==> config.mk <==
export PLATFORM = sky130hd
export DESIGN_NAME = reg_write_arbiter
export DESIGN_NICKNAME = d
export VERILOG_FILES = /design/src/rtl/reg_write_arbiter.sv
export SDC_FILE = /design/constraint.sdc
export NUM_CORES = 1
export LEC_CHECK = 0
export ABC_AREA = 0
export BUFFER_PORTS_ARGS = -buffer_cell sky130_fd_sc_hd__buf_2
export CAP_MARGIN = 10
export CELL_PAD_IN_SITES_DETAIL_PLACEMENT = 1
export CELL_PAD_IN_SITES_GLOBAL_PLACEMENT = 2
export CORE_UTILIZATION = 27
export DETAILED_ROUTE_END_ITERATION = 12
export MAX_ROUTING_LAYER = met4
export PLACE_DENSITY_LB_ADDON = 0.1
export SETUP_SLACK_MARGIN = 0.3
export SYNTH_ARGS = -nofsm -noshare
export SYNTH_HDL_FRONTEND = slang
export SYNTH_SLANG_ARGS = --single-unit
==> constraint.sdc <==
create_clock -name clk -period 2.2 [get_ports clk]
set_input_delay 0.11 -clock clk [delete_from_list [all_inputs] [get_ports clk]]
set_output_delay 0.11 -clock clk [all_outputs]
set_load 0.01 [all_outputs]
==> src/rtl/reg_write_arbiter.sv <==
// reg_write_arbiter: round-robin arbiter sharing write access to a register bank via req/gnt handshake
module reg_write_arbiter #(
  parameter int WIDTH  = 8,
  parameter int NREQ   = 4,
  parameter int NREG   = 6,
  parameter int ADDR_W = 3
) (
  input  logic                   clk,
  input  logic                   rst,
  input  logic [NREQ-1:0]        req,
  input  logic [NREQ*ADDR_W-1:0] wr_addr,
  input  logic [NREQ*WIDTH-1:0]  wr_data,
  output logic [NREQ-1:0]        gnt,
  output logic [NREG-1:0]        reg_wen,
  output logic [WIDTH-1:0]       reg_in,
  output logic                   busy,
  output logic                   addr_err
);
  localparam int IW = $clog2(NREQ);
  typedef enum logic [1:0] {IDLE, GRANT, WRITE, RELEASE} state_t;
  state_t state, state_n;
  logic [IW-1:0] rr_last, rr_n, pick, idx;
  logic found, legal, err_n;
  logic [ADDR_W-1:0] addr_q, addr_n;
  logic [WIDTH-1:0] data_q, data_n, in_n;
  logic [NREQ-1:0] gnt_n;
  logic [NREG-1:0] wen_n;
  always_comb begin
    pick = '0;
    idx = '0;
    found = 1'b0;
    for (int k = 1; k <= NREQ; k++) begin
      idx = IW'((int'(rr_last) + k) % NREQ);
      if (!found && req[idx]) begin
        pick = idx;
        found = 1'b1;
      end
    end
  end
  assign legal = int'(addr_q) < NREG;
  always_comb begin
    state_n = state;
    rr_n = rr_last;
    gnt_n = gnt;
    wen_n = '0;
    in_n = reg_in;
    err_n = 1'b0;
    addr_n = addr_q;
    data_n = data_q;
    case (state)
      IDLE: if (found) begin
        state_n = GRANT;
        rr_n = pick;
        gnt_n = NREQ'(1) << pick;
        addr_n = wr_addr[int'(pick)*ADDR_W +: ADDR_W];
        data_n = wr_data[int'(pick)*WIDTH +: WIDTH];
      end
      GRANT: begin
        state_n = WRITE;
        wen_n = legal ? NREG'(1) << addr_q : '0;
        in_n = legal ? data_q : reg_in;
        err_n = !legal;
      end
      WRITE: state_n = RELEASE;
      RELEASE: if (!req[rr_last]) begin
        state_n = IDLE;
        gnt_n = '0;
      end
    endcase
  end
  always_ff @(posedge clk) begin
    if (rst) begin
      state <= IDLE;
      rr_last <= IW'(NREQ - 1);
      gnt <= '0;
      reg_wen <= '0;
      reg_in <= '0;
      busy <= 1'b0;
      addr_err <= 1'b0;
      addr_q <= '0;
      data_q <= '0;
    end else begin
      state <= state_n;
      rr_last <= rr_n;
      gnt <= gnt_n;
      reg_wen <= wen_n;
      reg_in <= in_n;
      busy <= state_n != IDLE;
      addr_err <= err_n;
      addr_q <= addr_n;
      data_q <= data_n;
    end
  end
endmodule
==> run metrics <==
Die Y=82.9 um; Initial Utilization=27.8%; fin crit share=80.9%; Setup TNS Final=0 ns; maximum vdd drop=0.277 mV; first-pass GRT wire length=9040 um; required time of the critical path=2.35 ns; critical setup path kind=reg -> reg; core area=0.00635 sq mm; Pleak=0.997 nW; RR Startpoint=rr_last[1]$_SDFFE_PP1P_; origin of the worst setup path=rr_last[1]$_SDFFE_PP1P_; Setup Viol. Count Final=0; post-synthesis sequential area ratio=39.6%; Netlist cell types=45; Final ANT Viol Nets=0; grt ovf=0; PwrDens=739 mW/mm^2; Pins Over Slew Limit=0; Worst-Skew Late Latency=0.27 ns; crit path DAT=1.93 ns; RSZ-0062 raised after global routing=no; GPL Wtd Cong=0.685; DP Cell Count=325; Setup WS post-layout=0.420 ns; R2R Setup Slk=0.42 ns; Clock Root Buffer=clkbuf_8; status=finished clean; endpoints failing hold=0; cell row count=29; Diodes inserted=0; mean number of vias per cell=5.17; die width=82.9 um; Clock Tree Buf Depth=2; max cap viols=0; All-Layer GR Usage=16.8%; total power draw=1.64 mW; Worst Reg2Reg Path Length in Cells=5; area of the die=0.00688 sq mm; top area cells in the synthesized netlist=dfxtp_1 (40%), a221oi_2 (7.6%), o21ai_0 (6.8%), mux2i_1 (4.5%), nand2_1 (4.0%); Critical Path End Type=flip-flop; number of global-route vias before repair=1752; fmax=562 MHz; Clock Pin Slew Worst Setup and Hold Paths=0.07 ns; CTS Buf Count=5; Critical Path End=data_q[4]$_SDFFE_PP0P_; Post-Route WL=5520 um; initial antenna violation count=0; area leader, netlist=dfxtp_1; share of the synthesized area in the top cell type=39.6%; Worst Min Path Start=wr_data[11]; 1st-iter DRT viols=38; area delta synth->final=25.2%; synthesized instance count=192; crit-path max FO=16; Fill cells=774; DRC viols=0; via count=1715; # IOs=70; Min Clock Period, post-route=1.78 ns; Slew headroom=57.4%; Hold WC Path Type=in -> reg; #FFs+latches synth=35; synth warn=0; ys async rst share=0%; number of flops mapped to enable cells by yosys=0; clock sinks=35; cts hold-fix bufs=0; Primary FF master, synth=dfxtp_1; htree depth=2; Mapped Nets=242; Post-Syn Area=0.00177 sq mm; Mean Syn Cell Area=9.21 sq um; Clock Skews=0.00609 ns; DP Worst Slack=0.335 ns; input/output buffers=69; Layout Nets=305; largest net degree at the start of global routing=17; worst r2r dst=data_q[4]$_SDFFE_PP0P_; CP Launch Type=flip-flop; post-DR wirelength/cell=16.6 um; DRT Pass-1 Iters=4; CTS tree=built; layout cells sized above 1=37.6%; fin cells=332; hpwl dp=3920 um; worst slew pin tran=0.638 ns
[where the power goes]
group	internal [mW]	total [mW]	switching [mW]
sequential	0.698	0.756	0.0579
combinational	0.185	0.419	0.234
clock	0.246	0.461	0.215
total	1.13	1.64	0.507
[sequential cells by signal, summed over array words and instances, names as in the netlist]
register and cells:
addr_err 1, reg_wen 6, state 2, reg_in 8
rr_last 2, data_q 8, addr_q 3, gnt 4
busy 1
[what timing repair did]
item | 4_1_cts | 5_1_grt
endpoints found under the setup margin | 0 | 15
hold endpoints to repair | 0 | 0
setup buffers | 0 | 0
resized for setup | 0 | 2
[cell families (layout without fill, tap and decap cells)]
| logic type | count (synthesis) | after routing | synth area share (%) |
|---|---|---|---|
| muxes | 9 | 9 | 5.80 |
| DFF | 35 | 35 | 39.6 |
| and+or+nand+nor | 61 | 61 | 17.3 |
| AOI/OAI and AO/OA | 69 | 69 | 30.6 |
| buffers and inverters | 18 | 81 | 6.72 |
[per-stage QoR]
step / instance area [sq um] / utilization [%] / hold WS [ns]
floorplan: 1770 / - / 0.186
global placement: 2120 / 33.4 / 0.383
detailed placement: 2120 / 33.4 / 0.384
CTS: 2210 / 34.8 / 0.0751
global route: 2210 / 34.9 / 0.0808
finish: 2210 / 34.9 / 0.0886
[cells in the mapped netlist, types with 3 or more instances]
master    number
mux2i_1        8
nand2_1       19
dfxtp_1       35
nor2_1        18
buf_6          3
buf_2          4
a221oi_2       9
clkbuf_1       6
nand2b_1       5
a221oi_1       3
o21bai_1       3
a31oi_1       11
o21ai_0       24
a21oi_1        3
nor3_1         4
[layout make-up]
cell class	instances	area (sq um)	area share, %
Multi-Input combinational cell	139	952	43.0
Sequential cell	35	702	31.7
Timing Repair Buffer	72	368	16.6
Tap cell	77	96.3	4.35
Clock buffer	6	82.6	3.73
Inverter	2	7.51	0.339
Clock inverter	1	5.00	0.226
[worst max-delay path, cell delays in order (launching register included)]
cell,delay (ns)
dfxtp_2,0.40
o21bai_1,0.18
a311o_1,0.49
buf_4,0.24
a221oi_2,0.22
a31oi_1,0.11
[placed cells by master (no fill, tap or decap), types with 2 or more instances in the layout]
cell,Yosys,layout
nand2b_1,5,5
a21oi_1,3,2
dfxtp_1,35,34
a32o_1,2,2
nor3_1,4,4
or2_1,2,2
buf_4,2,3
and3b_1,2,2
inv_1,2,2
a22o_1,2,2
o21ai_0,24,24
nand2_1,19,19
a221oi_1,3,3
nor2_1,18,18
clkbuf_8,0,6
o21bai_1,3,3
mux2i_1,8,8
a221oi_2,9,9
o2bb2ai_1,2,2
buf_2,4,69
a31oi_1,11,11
[worst min path at each step]
stage                                         to  cells after the start
after floorplan              state[0]$_SDFF_PP0_                      1
after global placement    data_q[6]$_SDFFE_PP0P_                      3
after detailed placement  data_q[3]$_SDFFE_PP0P_                      3
after CTS                 data_q[0]$_SDFFE_PP0P_                      3
after global routing      data_q[0]$_SDFFE_PP0P_                      3
final                     data_q[3]$_SDFFE_PP0P_                      3
[metal layers]
metal	up-vias	GRT usage (%)	share of wire, %
met5	-	-	0
met4	0	3.76	0.47
met3	2	2.88	3.5
met2	43	26.8	46
met1	832	22.4	50
li1	838	-	-
(Power assumes the default switching activity.)
